<file path="config.mk">
export PLATFORM = sky130hd
export DESIGN_NAME = vga_capture
export DESIGN_NICKNAME = d
export VERILOG_FILES = /design/src/rtl/vga_capture.sv
export SDC_FILE = /design/constraint.sdc
export NUM_CORES = 1
export LEC_CHECK = 0
export CAP_MARGIN = 20
export CORE_UTILIZATION = 45
export CTS_CLUSTER_SIZE = 16
export DETAILED_ROUTE_END_ITERATION = 6
export GPL_TIMING_DRIVEN = 0
export PLACE_DENSITY_LB_ADDON = 0.3
export SETUP_SLACK_MARGIN = 0.05
export SLEW_MARGIN = 5
export SYNTH_ARGS = -nofsm -noshare
export SYNTH_HDL_FRONTEND = slang
export SYNTH_SLANG_ARGS = --single-unit
export TNS_END_PERCENT = 10
</file>
<file path="constraint.sdc">
create_clock -name clk -period 4.1 [get_ports clk]
set_input_delay 0.615 -clock clk [delete_from_list [all_inputs] [get_ports clk]]
set_output_delay 0.615 -clock clk [all_outputs]
set_load 0.01 [all_outputs]
</file>
<file path="src/rtl/vga_capture.sv">
// 1 bpp video receiver: decodes sync/de, deserialises pixels MSB-first
// and writes captured bytes using the graphics-mode row/byte layout.
module vga_capture #(
    parameter int PIX_DIV  = 2,
    parameter int LINE_DIV = 4,
    parameter int H_ACTIVE = 512,
    parameter int V_ACTIVE = 768
) (
    input  logic        clk,
    input  logic        reset,
    input  logic        hsync_in,
    input  logic        vsync_in,
    input  logic        de_in,
    input  logic        pixel_in,
    output logic [12:0] wr_addr,
    output logic [7:0]  wr_data,
    output logic        wr_en,
    output logic        frame_done,
    output logic        locked,
    output logic        err,
    output logic [9:0]  line_period
);

    localparam int PCW = $clog2(H_ACTIVE + 2) + 1;
    localparam int LCW = $clog2(V_ACTIVE + 2) + 1;
    localparam logic [PCW-1:0] H_LEN   = PCW'(H_ACTIVE);
    localparam logic [PCW-1:0] PX_MASK = PCW'(PIX_DIV - 1);
    localparam logic [LCW-1:0] V_LEN   = LCW'(V_ACTIVE);

    typedef enum logic [1:0] {SEEK_VS, IN_VS, FRAME} state_t;

    state_t state_q, state_d;

    logic hs_r, vs_r, de_r, px_r;
    logic hs_q, vs_q, de_q;
    logic vs_fall, vs_rise, de_rise, de_fall, hs_fall;

    logic [PCW-1:0] pc, pc_cur;
    logic [LCW-1:0] line_cnt;
    logic [2:0]     bit_cnt, bit_cur;
    logic [4:0]     byte_idx, byte_cur;
    logic [7:0]     sh, sh_cur, row;
    logic           line_we, err_flag;
    logic [9:0]     hc;
    logic           hp_valid;

    logic in_frame, sample, byte_done;
    logic frame_end, len_err, vsde_err, cnt_err, any_err;

    assign vs_fall = vs_q & ~vs_r;
    assign vs_rise = ~vs_q & vs_r;
    assign de_rise = de_r & ~de_q;
    assign de_fall = ~de_r & de_q;
    assign hs_fall = hs_q & ~hs_r;

    always_comb begin
        state_d   = state_q;
        frame_end = 1'b0;
        len_err   = 1'b0;
        vsde_err  = 1'b0;
        cnt_err   = 1'b0;
        unique case (state_q)
            SEEK_VS: begin
                if (vs_fall) state_d = IN_VS;
            end
            IN_VS: begin
                vsde_err = de_rise;
                if (vs_rise) state_d = FRAME;
            end
            FRAME: begin
                len_err = de_fall && (pc != H_LEN);
                cnt_err = de_rise && (line_cnt == V_LEN);
                if (vs_fall) begin
                    frame_end = 1'b1;
                    state_d   = IN_VS;
                    if (line_cnt != V_LEN) cnt_err = 1'b1;
                end
            end
            default: state_d = SEEK_VS;
        endcase
        any_err = len_err | vsde_err | cnt_err;
    end

    // A new line restarts the pixel, bit and byte counters in its first cycle
    always_comb begin
        in_frame  = (state_q == FRAME);
        pc_cur    = de_rise ? '0 : pc;
        bit_cur   = de_rise ? '0 : bit_cnt;
        byte_cur  = de_rise ? '0 : byte_idx;
        sh_cur    = {sh[6:0], px_r};
        sample    = in_frame && de_r && ((pc_cur & PX_MASK) == PX_MASK);
        byte_done = sample && (bit_cur == 3'd7);
    end

    always_ff @(posedge clk or posedge reset) begin
        if (reset) begin
            hs_r        <= 1'b1;
            vs_r        <= 1'b1;
            de_r        <= 1'b0;
            px_r        <= 1'b0;
            hs_q        <= 1'b1;
            vs_q        <= 1'b1;
            de_q        <= 1'b0;
            state_q     <= SEEK_VS;
            pc          <= '0;
            line_cnt    <= '0;
            bit_cnt     <= '0;
            byte_idx    <= '0;
            sh          <= '0;
            row         <= '0;
            line_we     <= 1'b0;
            err_flag    <= 1'b0;
            hc          <= '0;
            hp_valid    <= 1'b0;
            wr_addr     <= '0;
            wr_data     <= '0;
            wr_en       <= 1'b0;
            frame_done  <= 1'b0;
            locked      <= 1'b0;
            err         <= 1'b0;
            line_period <= '0;
        end else begin
            hs_r <= hsync_in;
            vs_r <= vsync_in;
            de_r <= de_in;
            px_r <= pixel_in;
            hs_q <= hs_r;
            vs_q <= vs_r;
            de_q <= de_r;

            state_q    <= state_d;
            wr_en      <= 1'b0;
            err        <= any_err;
            frame_done <= frame_end;

            if (any_err)
                locked <= 1'b0;
            else if (frame_end && !err_flag)
                locked <= 1'b1;

            if (state_d == IN_VS && state_q != IN_VS)
                err_flag <= 1'b0;
            else if (any_err)
                err_flag <= 1'b1;

            if (!in_frame) begin
                pc       <= '0;
                line_cnt <= '0;
                bit_cnt  <= '0;
                byte_idx <= '0;
                row      <= '0;
                line_we  <= 1'b0;
            end else begin
                // Lines past V_ACTIVE are never written
                if (de_rise) begin
                    if (line_cnt != '1) line_cnt <= line_cnt + 1'b1;
                    line_we <= (int'(line_cnt) % LINE_DIV == 0)
                               && (line_cnt < V_LEN);
                    row     <= 8'(int'(line_cnt) / LINE_DIV);
                end
                if (de_r)
                    pc <= (pc_cur != '1) ? pc_cur + 1'b1 : pc_cur;
                bit_cnt  <= sample ? bit_cur + 1'b1 : bit_cur;
                byte_idx <= byte_done ? byte_cur + 1'b1 : byte_cur;
                if (sample) sh <= sh_cur;
                if (byte_done) begin
                    wr_en   <= line_we;
                    wr_data <= sh_cur;
                    wr_addr <= {row, byte_cur};
                end
            end

            // Period only trusted when both bounding edges fall outside vsync
            if (hs_fall)
                hc <= 10'd1;
            else if (hc != '1)
                hc <= hc + 10'd1;
            if (!vs_r) begin
                hp_valid <= 1'b0;
            end else if (hs_fall) begin
                hp_valid <= 1'b1;
                if (hp_valid) line_period <= hc;
            end
        end
    end

endmodule

</file>
==> flow_summary.json, run 1 <==
{
  "run_status": "completed",
  "synth_area_leaders": "sky130_fd_sc_hd__dfrtp_1 (54%), sky130_fd_sc_hd__nand2_1 (10%), sky130_fd_sc_hd__nor2_1 (2.9%)",
  "setup_viol": 0,
  "timing.final.crit_period_ps": 2900,
  "grt_max_degree": 56,
  "regToRegStartpoint": "de_q$_DFF_PP0_",
  "hold_path_end": "hs_q$_DFF_PP1_",
  "cp_top_family": "simple AND/OR/NAND/NOR gates",
  "vdd_ir_drop_max_uv": 241,
  "post-cts-setup-buffer-count": 0,
  "share_of_the_yosys_chip_area_belonging_to_registers_pct": 56.2,
  "fin_crit_sh_pct": 70.8,
  "commonest_cells_after_routing_fill_and_taps_aside": "sky130_fd_sc_hd__nand2_1 (127), sky130_fd_sc_hd__dfrtp_1 (98), sky130_fd_sc_hd__clkdlybuf4s50_1 (40)",
  "die-area_sq_um": 10500,
  "globalRouteMet1Util_pct": 25.0,
  "worst_pin_slew_ps": 595,
  "synth_largest_area_cell": "sky130_fd_sc_hd__dfrtp_1",
  "postSynthCellCount": 468,
  "detailedRoute.firstIterationViolations": 147,
  "busiest_layer": "met2",
  "post_cts_hold_buffer_count": 0,
  "most_common_cell_after_layout_fill_and_taps_aside": "sky130_fd_sc_hd__nand2_1",
  "avgRoutedWirePerCell_um": 13.8,
  "rows": 36,
  "rr_worst_depth": 11,
  "cts_tree": "yes",
  "length_of_the_first_detailed_routing_pass_in_iterations": 4,
  "wp_data_arrival_ps": 3190,
  "worstSetupEndpointType": "flip-flop",
  "cts_max_path_buffers": 2,
  "die_height_um": 103,
  "timing.critical_path.slowest_cell_delay_ps": 440,
  "grt_use_met2_pct": 30.8,
  "drt_wl_total_mm": 9.09,
  "gp_routability_congestion": 0.833,
  "critPathSlowestCell": "sky130_fd_sc_hd__o21ai_0",
  "drcViolationCount": 0,
  "skew_ps": 10.2,
  "yosys.area.top_type_share_pct": 53.9,
  "tritoncts.num_buffers": 9,
  "worstPathRequired_ps": 4390,
  "post_synth_instance_area_sq_um": 4550,
  "ys_dominant_reg_cell": "sky130_fd_sc_hd__dfrtp_1",
  "antenna-diode-count": 0,
  "i_o_buffers": 40,
  "synth-async-reset-ratio_pct": 100,
  "layout.core_utilization_pct": 54.6,
  "vias": 3411,
  "drt.antenna.violating_nets": 0,
  "route.detailed.vias_per_inst": 5.18,
  "timing.rr.end": "pc[1]$_DFFE_PP0P_",
  "worstPathMaxFanout": 10,
  "p_leak_nw": 2.39,
  "synth_nets": 481,
  "core_area_sq_um": 9770,
  "worst_hold_path.num_cells": 0,
  "maxSlewHeadroom_pct": 60.3,
  "ys_seq_elements": 102,
  "achievable-frequency_mhz": 345,
  "postSynthAreaPerCell_sq_um": 9.72,
  "drive_above_1_share_pct": 8.57,
  "synthToLayoutAreaGrowth_pct": 17.4,
  "die_x_um": 103,
  "grt.met3_usage_pct": 4.00,
  "post_synth_num_cell_types": 48,
  "finalHoldViolCount": 0,
  "setup.reg_to_reg.worst_slack_ps": 1200,
  "count_of_nets_after_finishing": 533,
  "synth_enable_flop_cells": 0,
  "criticalPathCategory": "reg2reg",
  "cts.sinks": 102,
  "cts_htree_levels": 3,
  "smallest_hold_slack_ps": 373,
  "worst_hold_startpoint": "hs_r$_DFF_PP1_",
  "timing.critical_path.mode_cell": "sky130_fd_sc_hd__and2_1",
  "critical_path.cell_chain": "buf_4 -> nand2b_4 -> buf_2 -> clkbuf_1 -> and2_1 -> ha_1 -> and2_1 -> nand4_1 -> o21ai_0 -> nand2_1 -> a21oi_1",
  "min_path_type": "reg2reg",
  "setup.worst_path.start_class": "flip-flop",
  "clock_tree.root_cell": "sky130_fd_sc_hd__clkbuf_8",
  "initial_core_util_pct": 46.5,
  "fillerInstances": 910,
  "antenna_violations_before_repair": 0,
  "number_of_top_level_pins": 41,
  "grt_first_pass_wirelength_mm": 15.4,
  "power.density_cell_area_nw_per_um2": 386,
  "clk_lat_worst_skew_ps": 370,
  "grt_setup_unrepaired": "no",
  "start_point_of_the_critical_path": "de_q$_DFF_PP0_",
  "number_of_global_route_vias_before_repair": 3300,
  "post_cts_resize_count": 0,
  "maxCapViolations": 0,
  "post-dp-hpwl_mm": 6.22,
  "yosys_warnings": 0,
  "worst_setup_hold_path_clk_slew_ps": 90,
  "crit_cells": 11,
  "grt.total_usage_pct": 18.9,
  "cp.buffers_inverters": 3,
  "timing_max_transition_violations_final": 0,
  "global_route.overflow_total": 0
}
## cell usage after synthesis, types with 7 or more instances
library cell and count:
sky130_fd_sc_hd__nand3_1 17, sky130_fd_sc_hd__inv_1 8, sky130_fd_sc_hd__xnor2_1 11, sky130_fd_sc_hd__nand4_1 9, sky130_fd_sc_hd__ha_1 7, sky130_fd_sc_hd__a21oi_1 22
sky130_fd_sc_hd__nor2_1 35, sky130_fd_sc_hd__nor3_1 13, sky130_fd_sc_hd__dfrtp_1 98, sky130_fd_sc_hd__mux2_2 11, sky130_fd_sc_hd__and2_1 12, sky130_fd_sc_hd__xor2_1 7
sky130_fd_sc_hd__nand2_1 127, sky130_fd_sc_hd__clkbuf_1 12, sky130_fd_sc_hd__o21ai_0 12
## layer usage
layer	vias up	wire length (um)
li1	1692	-
met1	1619	4310
met2	83	4240
met3	17	360
met4	0	178
met5	-	0
## per-stage QoR
step	worst slack, ps	instance area, sq um	std cells	total power [W]	TNS (ps)
finish	1200	5340	658	0.00206	0
global route	951	5340	658	0.00216	0
CTS	1220	5340	658	0.00208	0
detailed placement	1250	5140	642	0.00144	0
global placement	-628	5110	641	0.00143	-61200
floorplan	816	4550	468	0.00131	0
## state kept, by name, summed over array words and instances, names as in the netlist, 2 cells and up
register	flops
wr_addr	13
line_cnt	11
pc	11
hc	10
line_period	10
row	8
wr_data	8
sh	7
byte_idx	5
bit_cnt	3
state_q	2
## worst reg2reg max path, cell delays in order, from the launching register on
cell and delay, ps:
sky130_fd_sc_hd__dfrtp_1 360, sky130_fd_sc_hd__buf_4 170, sky130_fd_sc_hd__nand2b_4 170, sky130_fd_sc_hd__buf_2 240, sky130_fd_sc_hd__clkbuf_1 390, sky130_fd_sc_hd__and2_1 200
sky130_fd_sc_hd__ha_1 180, sky130_fd_sc_hd__and2_1 140, sky130_fd_sc_hd__nand4_1 280, sky130_fd_sc_hd__o21ai_0 440, sky130_fd_sc_hd__nand2_1 100, sky130_fd_sc_hd__a21oi_1 170
## area by class of cell
class                   count  area (sq um)  area share, %
plain buffers              20          86.3           1.62
clock buffers              10           128           2.39
clock inverters             6          68.8           1.29
inverters                   9          36.3          0.679
multi-input cells         337          1870           35.0
flip-flops and latches    102          2560           47.9
well taps                 133           166           3.12
repair buffers             41           428           8.01
## kinds of logic (layout without fill, tap and decap cells)
| logic type | after synthesis | in the layout | synth area share (%) |
|---|---|---|---|
| adders and majority gates | 7 | 7 | 1.93 |
| muxes | 15 | 15 | 3.60 |
| DFF | 102 | 102 | 56.2 |
| buffers and inverters | 29 | 86 | 2.64 |
| xor gates and xnor gates | 18 | 18 | 3.47 |
| and+or+nand+nor | 245 | 245 | 24.8 |
| AOI/OAI and AO/OA | 52 | 52 | 7.29 |
## report_power, final
group,switching [W],internal (W),total (W),leakage (nW)
sequential,0.0000588,0.00107,0.00113,1.39
combinational,0.000175,0.000117,0.000292,0.907
clock,0.000351,0.000287,0.000638,0.0973
total,0.000585,0.00147,0.00206,2.39
## worst max-delay path by stage
stage                            to  slack [ps]
3_5_place_dp      pc[2]$_DFFE_PP0P_        1250
4_1_cts           pc[2]$_DFFE_PP0P_        1220
3_3_place_gp     row[0]$_DFFE_PP0P_        -630
2_1_floorplan  bit_cnt[0]$_DFF_PP0_         820
5_1_grt           pc[0]$_DFFE_PP0P_         950
6_report          pc[1]$_DFFE_PP0P_        1200
Power figures use the tool's default switching activity.
==> run 2: changes to the inputs <==
- clock period: 4.1 -> 2.6 ns (I/O delays scaled with it)
==> flow_summary.json, run 2 (synthesized netlist as in run 1, its figures left out) <==
{
  "core_area_sq_um": 9770,
  "setup_viol": 0,
  "dpl_worst_slack_ps": -317,
  "number_of_top_level_pins": 41,
  "grt.total_usage_pct": 19.6,
  "cts_tree": "yes",
  "i_o_buffers": 40,
  "grt_setup_unrepaired": "no",
  "run_status": "completed",
  "min_path_type": "reg2reg",
  "worstPathMaxFanout": 19,
  "timing.final.crit_period_ps": 2350,
  "maxSlewHeadroom_pct": 56.6,
  "largest_reg_flops": 13,
  "fin_crit_sh_pct": 90.5,
  "critical_path.cell_chain": "buf_2 -> nand2b_4 -> buf_4 -> and2_1 -> ha_1 -> and2_1 -> nand4_1 -> buf_4 -> o211ai_1 -> xnor2_1 -> nor2_1",
  "detailedRoute.firstIterationViolations": 131,
  "die-area_sq_um": 10500,
  "route.detailed.vias_per_inst": 5.24,
  "drcViolationCount": 0,
  "p_leak_nw": 2.42,
  "commonest_cells_after_routing_fill_and_taps_aside": "sky130_fd_sc_hd__nand2_1 (127), sky130_fd_sc_hd__dfrtp_1 (98), sky130_fd_sc_hd__clkdlybuf4s50_1 (40)",
  "wp_data_arrival_ps": 2590,
  "clk_lat_worst_skew_ps": 370,
  "gp_routability_congestion": 0.887,
  "worst_pin_slew_ps": 650,
  "critPathSlowestCell": "sky130_fd_sc_hd__dfrtp_1",
  "rows": 36,
  "die_x_um": 103,
  "grt_first_pass_wirelength_mm": 15.8,
  "cts_max_path_buffers": 2,
  "post-dp-hpwl_mm": 6.40,
  "avgRoutedWirePerCell_um": 14.1,
  "antenna-diode-count": 0,
  "drive_above_1_share_pct": 9.51,
  "most_common_cell_after_layout_fill_and_taps_aside": "sky130_fd_sc_hd__nand2_1",
  "criticalPathCategory": "reg2reg",
  "achievable-frequency_mhz": 425,
  "rr_worst_depth": 11,
  "number_of_global_route_vias_before_repair": 3290,
  "layoutNonFillerInstCount": 659,
  "synthToLayoutAreaGrowth_pct": 19.1,
  "layout_top_registers": "wr_addr (13), line_cnt (11), pc (11)",
  "smallest_hold_slack_ps": 372,
  "dpl.cell_count": 643,
  "maxCapViolations": 0,
  "vdd_ir_drop_max_uv": 382,
  "length_of_the_first_detailed_routing_pass_in_iterations": 4,
  "power.density_cell_area_nw_per_um2": 632,
  "cts_htree_levels": 3,
  "cts.sinks": 102,
  "timing.critical_path.slowest_cell_delay_ps": 400,
  "fin_area_sq_um": 5420,
  "fin_ws_ps": 247,
  "setup.worst_path.start_class": "flip-flop",
  "post-layout-total-power_w": 0.00342,
  "antenna_violations_before_repair": 0,
  "post_cts_hold_buffer_count": 0,
  "finalHoldViolCount": 0,
  "global_route.overflow_total": 0,
  "worst_setup_hold_path_clk_slew_ps": 100,
  "die_height_um": 103,
  "vias": 3454,
  "worstPathRequired_ps": 2840,
  "crit_cells": 11,
  "drt_wl_total_mm": 9.32,
  "worstSetupEndpointType": "flip-flop",
  "skew_ps": 11.7,
  "tritoncts.num_buffers": 9,
  "largest-register": "wr_addr",
  "clock_tree.root_cell": "sky130_fd_sc_hd__clkbuf_8",
  "drt.antenna.violating_nets": 0,
  "cp_top_family": "buffers and inverters",
  "cp.buffers_inverters": 3,
  "initial_core_util_pct": 46.5,
  "dpl_cell_area_sq_um": 5160,
  "grt_max_degree": 38,
  "timing_max_transition_violations_final": 0,
  "count_of_nets_after_finishing": 534,
  "worst_hold_path.num_cells": 0
}
==> run 2: cell types whose count changed in the layout (fill, tap and decap cells not counted), moves of 2 or more <==
cell                        change
sky130_fd_sc_hd__buf_4          +4
sky130_fd_sc_hd__buf_2          -2
sky130_fd_sc_hd__clkbuf_2       +2
sky130_fd_sc_hd__buf_12         +2
sky130_fd_sc_hd__clkbuf_1       -3
sky130_fd_sc_hd__bufinv_16      +2
==> run 2: per-stage QoR <==
stage / TNS (ps) / util, %
final: 0 / 55.4
after global placement: -4140 / 52.4
after floorplan: 0 / -
after detailed placement: -5790 / 52.8
after global routing: 0 / 55.4
after CTS: 0 / 55.5
==> run 2: worst paths after layout <==
kind / endpoint / start / slack (ps)
setup / recovery: pc[6]$_DFFE_PP0P_ / de_r$_DFF_PP0_ / 250
hold / removal: hs_q$_DFF_PP1_ / hs_r$_DFF_PP1_ / 370
setup reg to reg: pc[6]$_DFFE_PP0P_ / de_r$_DFF_PP0_ / 250
hold reg to reg: hs_q$_DFF_PP1_ / hs_r$_DFF_PP1_ / 370
max in group asynchronous: pc[10]$_DFFE_PP0P_ / reset / 1310
min in group asynchronous: wr_data[2]$_DFFE_PP0P_ / reset / 450
==> run 2: where the power goes <==
| group | total [W] | internal, W | switching [W] |
|---|---|---|---|
| combinational | 0.000461 | 0.000187 | 0.000274 |
| clock | 0.00118 | 0.000644 | 0.000540 |
| sequential | 0.00178 | 0.00169 | 0.0000906 |
| total | 0.00342 | 0.00252 | 0.000904 |
==> run 2: area by class of cell <==
| cell class | count | area [sq um] |
|---|---|---|
| fill | 901 | 4360 |
| sequential | 102 | 2560 |
| multi-input combinational | 337 | 1870 |
| timing repair buffer | 44 | 455 |
| tap | 133 | 166 |
| clock buffer | 11 | 131 |
| clock inverter | 5 | 106 |
| buffer | 18 | 86.3 |
| inverter | 9 | 37.5 |
==> run 2: worst reg2reg max path, stage by stage, from the launching register on <==
cell and delay [ps]:
sky130_fd_sc_hd__dfrtp_1 400, sky130_fd_sc_hd__buf_2 190, sky130_fd_sc_hd__nand2b_4 120, sky130_fd_sc_hd__buf_4 240, sky130_fd_sc_hd__and2_1 160, sky130_fd_sc_hd__ha_1 200
sky130_fd_sc_hd__and2_1 130, sky130_fd_sc_hd__nand4_1 170, sky130_fd_sc_hd__buf_4 200, sky130_fd_sc_hd__o211ai_1 210, sky130_fd_sc_hd__xnor2_1 150, sky130_fd_sc_hd__nor2_1 50
==> run 2: metal layers <==
metal / global-route usage, % / vias up / part of all wire [%]
met3: 4.00 / 11 / 3.8
met2: 32.3 / 73 / 48
met5: 0 / - / 0
li1: - / 1688 / -
met1: 25.5 / 1682 / 46
met4: 7.69 / 0 / 1.4
==> run 2: timing repair <==
action / in CTS / in global routing
resized for setup: 7 / 0
pin swaps: 0 / 0
endpoints found under the setup margin: 36 / 20
setup buffers: 2 / 0
